[src/rtl/scalar_wb_arbiter.sv]
// scalar_wb_arbiter: shares the scalar register file's single write port between
// requester 0 (ALU) and requester 1 (memory load). Each requester owns a one-entry
// holding slot; a round-robin arbiter drains one slot per cycle into registered
// write-port outputs. When two pending slots target the same register, the older
// entry wins, so register write order matches program order.
// Optional feature: define SCALAR_WB_CONFLICT_CNT_EN to add the 16-bit saturating
// conflictCount output, which counts cycles where both slots are valid.
module scalar_wb_arbiter #(
    parameter int unsigned registerSize     = 8,
    parameter int unsigned registerQuantity = 4,
    parameter int unsigned selectionBits    = 2
) (
    input  logic                     clk,
    input  logic                     reset,
    input  logic                     aluValid,
    input  logic [selectionBits-1:0] aluReg,
    input  logic [registerSize-1:0]  aluData,
    output logic                     aluReady,
    input  logic                     memValid,
    input  logic [selectionBits-1:0] memReg,
    input  logic [registerSize-1:0]  memData,
    output logic                     memReady,
    output logic                     regWrEn,
    output logic [selectionBits-1:0] regToWrite,
    output logic [registerSize-1:0]  dataIn,
    output logic                     busy
`ifdef SCALAR_WB_CONFLICT_CNT_EN
    ,
    output logic [15:0]              conflictCount
`endif
);

    // The index width must address exactly the register file.
    if (registerQuantity != (1 << selectionBits)) begin : g_param_check
        $error("selectionBits does not match registerQuantity");
    end

    // Slot 0 belongs to the ALU, slot 1 to the memory load.
    logic [1:0]               slot_valid_q, slot_valid_d;
    logic [1:0]               slot_young_q, slot_young_d;
    logic [selectionBits-1:0] slot_reg_q  [2];
    logic [registerSize-1:0]  slot_data_q [2];
    logic                     rr_ptr_q, rr_ptr_d;
    logic [1:0]               grant;
    logic [1:0]               accept;
    logic                     wr_en_d;
    logic [selectionBits-1:0] wr_reg_d;
    logic [registerSize-1:0]  wr_data_d;

    // Pick which slot drains this cycle: same destination resolves by age, else round-robin.
    always_comb begin
        grant = 2'b00;
        unique case (slot_valid_q)
            2'b01: grant = 2'b01;
            2'b10: grant = 2'b10;
            2'b11: begin
                if (slot_reg_q[0] != slot_reg_q[1]) begin
                    grant = rr_ptr_q ? 2'b10 : 2'b01;
                end else if (slot_young_q[0]) begin
                    grant = 2'b10;
                end else begin
                    // Slot 1 younger, or both captured together: ALU first, load lands last.
                    grant = 2'b01;
                end
            end
            default: grant = 2'b00;
        endcase
    end

    // Ready depends only on state, so there is no valid-to-ready combinational path.
    assign aluReady = ~slot_valid_q[0] | grant[0];
    assign memReady = ~slot_valid_q[1] | grant[1];
    assign accept   = {memValid & memReady, aluValid & aluReady};
    assign busy     = slot_valid_q[0] | slot_valid_q[1] | regWrEn;

    // Next slot occupancy, age flags, round-robin pointer and write-port values.
    always_comb begin
        slot_valid_d = (slot_valid_q & ~grant) | accept;
        // A slot that stays valid cannot be refilled, so it is always the older one.
        slot_young_d[0] = accept[0] & slot_valid_q[1] & ~grant[1];
        slot_young_d[1] = accept[1] & slot_valid_q[0] & ~grant[0];
        rr_ptr_d  = rr_ptr_q;
        wr_en_d   = 1'b0;
        wr_reg_d  = regToWrite;
        wr_data_d = dataIn;
        if (grant[0]) begin
            rr_ptr_d  = 1'b1;
            wr_en_d   = 1'b1;
            wr_reg_d  = slot_reg_q[0];
            wr_data_d = slot_data_q[0];
        end else if (grant[1]) begin
            rr_ptr_d  = 1'b0;
            wr_en_d   = 1'b1;
            wr_reg_d  = slot_reg_q[1];
            wr_data_d = slot_data_q[1];
        end
    end

    // Control state and registered write-port outputs.
    always_ff @(posedge clk or posedge reset) begin
        if (reset) begin
            slot_valid_q <= 2'b00;
            slot_young_q <= 2'b00;
            rr_ptr_q     <= 1'b0;
            regWrEn      <= 1'b0;
            regToWrite   <= '0;
            dataIn       <= '0;
        end else begin
            slot_valid_q <= slot_valid_d;
            slot_young_q <= slot_young_d;
            rr_ptr_q     <= rr_ptr_d;
            regWrEn      <= wr_en_d;
            regToWrite   <= wr_reg_d;
            dataIn       <= wr_data_d;
        end
    end

    // Slot payload capture on each accepted handshake.
    always_ff @(posedge clk or posedge reset) begin
        if (reset) begin
            slot_reg_q[0]  <= '0;
            slot_reg_q[1]  <= '0;
            slot_data_q[0] <= '0;
            slot_data_q[1] <= '0;
        end else begin
            if (accept[0]) begin
                slot_reg_q[0]  <= aluReg;
                slot_data_q[0] <= aluData;
            end
            if (accept[1]) begin
                slot_reg_q[1]  <= memReg;
                slot_data_q[1] <= memData;
            end
        end
    end

`ifdef SCALAR_WB_CONFLICT_CNT_EN
    // Saturating count of cycles where one requester is stalled behind the other.
    always_ff @(posedge clk or posedge reset) begin
        if (reset) begin
            conflictCount <= 16'h0000;
        end else if ((&slot_valid_q) && (conflictCount != 16'hFFFF)) begin
            conflictCount <= conflictCount + 16'h0001;
        end
    end
`endif

endmodule

[config.mk]
export PLATFORM = sky130hd
export DESIGN_NAME = scalar_wb_arbiter
export DESIGN_NICKNAME = d
export VERILOG_FILES = /design/src/rtl/scalar_wb_arbiter.sv
export SDC_FILE = /design/constraint.sdc
export NUM_CORES = 1
export LEC_CHECK = 0
export BUFFER_PORTS_ARGS = -buffer_cell sky130_fd_sc_hd__buf_2
export CAP_MARGIN = 5
export CORE_AREA = 2 2 58 60
export CTS_CLUSTER_SIZE = 8
export DETAILED_ROUTE_END_ITERATION = 7
export DIE_AREA = 0 0 60 62
export PLACE_DENSITY = 0.92
export RECOVER_POWER = 100
export SLEW_MARGIN = 20
export SYNTH_ARGS = -nofsm -noshare
export SYNTH_HDL_FRONTEND = slang
export SYNTH_SLANG_ARGS = --single-unit
[constraint.sdc]
create_clock -name clk -period 6.32 [get_ports clk]
set_clock_uncertainty 0.15 [all_clocks]
set_input_delay 0.948 -clock clk [delete_from_list [all_inputs] [get_ports clk]]
set_output_delay 0.948 -clock clk [all_outputs]
set_load 0.02 [all_outputs]
-- Yosys cells after proc, flatten, opt, wreduce, memory -nomap -nowiden
Cells that the tools add are included.
W data, S select, Z words.
- reduce and logical (&&, ||, !) cells: 1
- equal/unequal tests: 4
- bitwise gates (word level): 14
- mux-type cells: 12
- operators with widths (operator ; number):
    $mux W8 ; 2
    $mux W2 ; 5
    $pmux W2 S3 ; 1
    $and A1 B1 Y1 ; 4
    $eq A2 B2 Y1 const B ; 2
    $mux W1 ; 4
    $or A1 B1 Y1 ; 4
    $not A1 Y1 ; 3
    $and A2 B2 Y2 ; 1
    $eq A2 B1 Y1 const B ; 1
    $ne A2 B2 Y1 ; 1
    $not A2 Y2 ; 1
    $or A2 B2 Y2 ; 1
    $reduce_bool A2 Y1 ; 1
- bits in registers: 35
- input port bits: 24

-- Longest topological paths before layout
- depth in word-level cells: 7
- gate-level depth with buffers: 6

-- Worst setup path before layout
Ideal clock, no wire load.
- path kind: reg2out
- start: register slot_reg_q[2] (netlist bit)
- end: output aluReady
- buffers on the path: 2
- path slack: 3.626 ns
- arrival: 1.596 ns
- stages on the path, launching flop included: 7
- cell sequence: dfrtp_1 -> xnor2_1 -> and3_1 -> buf_2 -> o21a_1 -> clkbuf_1 -> inv_1
- longest elaborated chain between the ends: 4
- RTL lines (item ; line ; RTL):
    start: declaration ; 41 ; logic [selectionBits-1:0] slot_reg_q [2];
    $ne A2 B2 Y1 ; 57 ; if (slot_reg_q[0] != slot_reg_q[1]) begin
    $mux W2 ; 57 ;
    $pmux W2 S3 ; 53 ; unique case (slot_valid_q)
    $or A1 B1 Y1 ; 71 ; assign aluReady = ~slot_valid_q[0] | grant[0];
    end: declaration ; 18 ; output logic aluReady,
No other way between the ends.

-- Worst setup path in the final report
- start: register slot_reg_q[3] (netlist bit)
- end: output aluReady
The elaborated chain is that of the path after synthesis.

==> results.md <==
- CP arrival: 2.87 ns
- 1st-iter DRT viols: between 40 and 50
- Die Height: 62 µm
- Final wirelength: 3.65 mm
- Vias in the first global route: 1331
- Vias: between 1000 and 1500
- Switch Pwr: 404 µW
- Clock Power Share: 0.144
- Core ar.: approximately 3200 µm²
- CP Launch Type: register
- Grt met3 use: 0.0663
- DRC Markers: 0
- Synth Warn #: 0
- Gr usage total: 0.222
- Max-Cap Viols: 3
- Req. time, crit path: around 5.2 ns
- Cell row count: 21
- Ys async rst share: 1.00
- DR WL/cell: between 15 and 20 µm
- Mapped Avg Cell Area: ~11 µm²
- CTS buffer count: 5
- Final Hold Viols: 0
- Clk_lat worst skew: between 0.3 and 0.4 ns
- Cell variety after synth: 28
- Vias/cell: 5.63
- Ordered cell list for the critical path: xnor2_1 -> a21boi_0 -> o21a_1 -> inv_1 -> clkbuf_1
- Layout fillers: 292
- Total nets after synthesis: about 180
- Post-DP HPWL: about 2.5 mm
- Pins Over Slew Limit: between 40 and 50
- Synth area leaders: dfrtp_1 (52%), o211ai_1 (8.8%), mux2_2 (6.6%), o221a_2 (6.0%), nand2_1 (4.4%)
- Post-CTS setup repair buffer count: 0
- WS Path Type: register to output port
- Starting density of the core: 0.535
- Failing checks: max-capacitance violations, max-slew violations
- ANT nets after route: 0
- Post-DP Area: roughly 1900 µm²
- Share of the synthesized area in the top cell type: 0.515
- DRT Pass-1 Iters: 4
- Synth area leader: dfrtp_1
- CP endpoint kind: output port
- Max Clock Freq: around 250 MHz
- Worst-Margin Slew: around 1.8 ns
- Leak pwr: between 0.8 and 0.9 nW
- Synth top cells by count: dfrtp_1 (35), nand2_1 (20), o211ai_1 (20)
- Worst min-delay path class: register to register
- First-pass GRT wire length: ~6 mm
- Peak VDD IR: between 200 and 250 µV
- Final net count: 211
- Pint: 569 µW
- Most Used Layer, Global Route: met2
- Layout cells sized above 1: 0.271
- Sequential share of power: 0.421
- Synth Instances: roughly 150
- CTS clock-pin slew for the worst setup and hold paths: 0.11 ns
- Die area: 3720 µm²
- Post-synth EDFFs: 0
- Sw Share: 0.415
- RePlAce Congestion: between 0.7 and 0.8
- Clk root buf: clkbuf_4
- CTS max path bufs: 2
- CTS tree: yes
- Combinational share of power: 0.435
- Largest net degree at the start of global routing: 36
- Status: finished, violations left
- Setup total negative slack: 0 ns
- CP max stage cell: a21boi_0
- Synth Flop Type: dfrtp_1
- Hold-fix buffers at CTS: 0
- Chip Width: 60 µm
- Met1 global-route usage: 0.278
- Clk sinks: 35
- CTS resizes: 0
- Design Area, Final: 1940 µm²
- Setup slack, reg-to-reg: 2.75 ns
- Slowest cell delay on critical path: approximately 1.2 ns
- Seq/Total Area, Yosys: 0.515
- Remaining Overflow, GRT: 0
- IO Pins: 38
- Worst rel slew slack: -0.222
- N_diodes: 0
- Met2 Use GR: 0.363
- FF+latch count, synth: 35
- Initial antenna violation count: 0
- Area delta synth->final: 14.2%
- Min Tclk post-route: a little under 4 ns
- RSZ-0062 raised after global routing: no
- H-tree Lvls: 2
- Mapped cell area: 1700 µm²
- Top-count cell post-synth: dfrtp_1
- P per Cell Area: between 500 and 600 nW/µm²
- Buffers on Ports: 37
- CP Max Fanout: 13
- Final period util: 0.628
- Final-report setup violation count: 0
==> worst paths after layout <==
check / depth (start not counted) / start / endpoint
max: 5 / slot_reg_q[3] / aluReady
min: 1 / slot_data_q[2] / slot_data_q[2]
max reg2reg: 4 / slot_reg_q[3] / slot_data_q[4]
min reg2reg: 1 / slot_data_q[2] / slot_data_q[2]
max in group asynchronous: 3 / reset / slot_data_q[15]
min in group asynchronous: 3 / reset / slot_data_q[7]
==> per-layer routing <==
layer,vias up,wire length [µm]
met2,36,1840
met3,6,185
met4,0,60
li1,627,-
met1,649,1570
met5,-,0
==> cell families after synthesis <==
logic type / share of synthesized area
compound gates: 0.194
xor+xnor: 0.0103
buf+inv: 0.0316
flops: 0.515
mux: 0.107
simple gates: 0.142
==> through the flow <==
stage               total power, mW  worst slack (ns)  hold WS [ns]  cells  utilization
CTS                           0.995              2.66         0.373    234        0.622
floorplan                     0.733              3.63         0.330    153            -
detailed placement            0.853              3.07         0.350    226        0.600
global route                   1.05              2.13         0.390    234        0.611
finish                        0.973              2.35         0.373    234        0.611
global placement              0.834              3.17         0.340    226        0.600
==> placed cells by master (no fill, tap or decap), types with 3 or more instances in the layout <==
cell type / count
nand2b_1: 11
o211ai_1: 20
clkbuf_4: 5
mux2_2: 9
nand2_1: 20
dfrtp_1: 35
clkbuf_1: 16
buf_2: 23
o221a_2: 9
nor2_1: 3
or3_1: 5
mux2i_1: 7
==> sequential cells by signal, indices dropped and copies added (netlist names) <==
name          count
dataIn            8
regToWrite        2
regWrEn           1
rr_ptr_q          1
slot_data_q      16
slot_reg_q        4
slot_valid_q      2
slot_young_q      1
==> critical path: cells and delay by family, from the launching register on <==
family / cells / cell delay [ns]
AO/OA/AOI/OAI: 2 / 1.62
buffers and inverters: 2 / 0.26
XOR/XNOR: 1 / 0.21
flip-flops: 1 / 0.44
==> power groups by stage <==
stage / logic, mW / registers, mW / clock network (mW)
final: 0.423 / 0.409 / 0.140
after global routing: 0.469 / 0.421 / 0.155
after CTS: 0.445 / 0.407 / 0.143
after detailed placement: 0.442 / 0.411 / 0
after global placement: 0.428 / 0.406 / 0
after floorplan: 0.309 / 0.423 / 0
==> cell type report <==
type	count	area, µm²	share of cell area
Clock buffer	8	68.8	0.0354
Multi-Input combinational cell	104	757	0.390
Sequential cell	35	876	0.451
Tap cell	46	57.6	0.0296
Inverter	3	11.3	0.00580
Timing Repair Buffer	38	171	0.0883
Power figures use the tool's default switching activity.
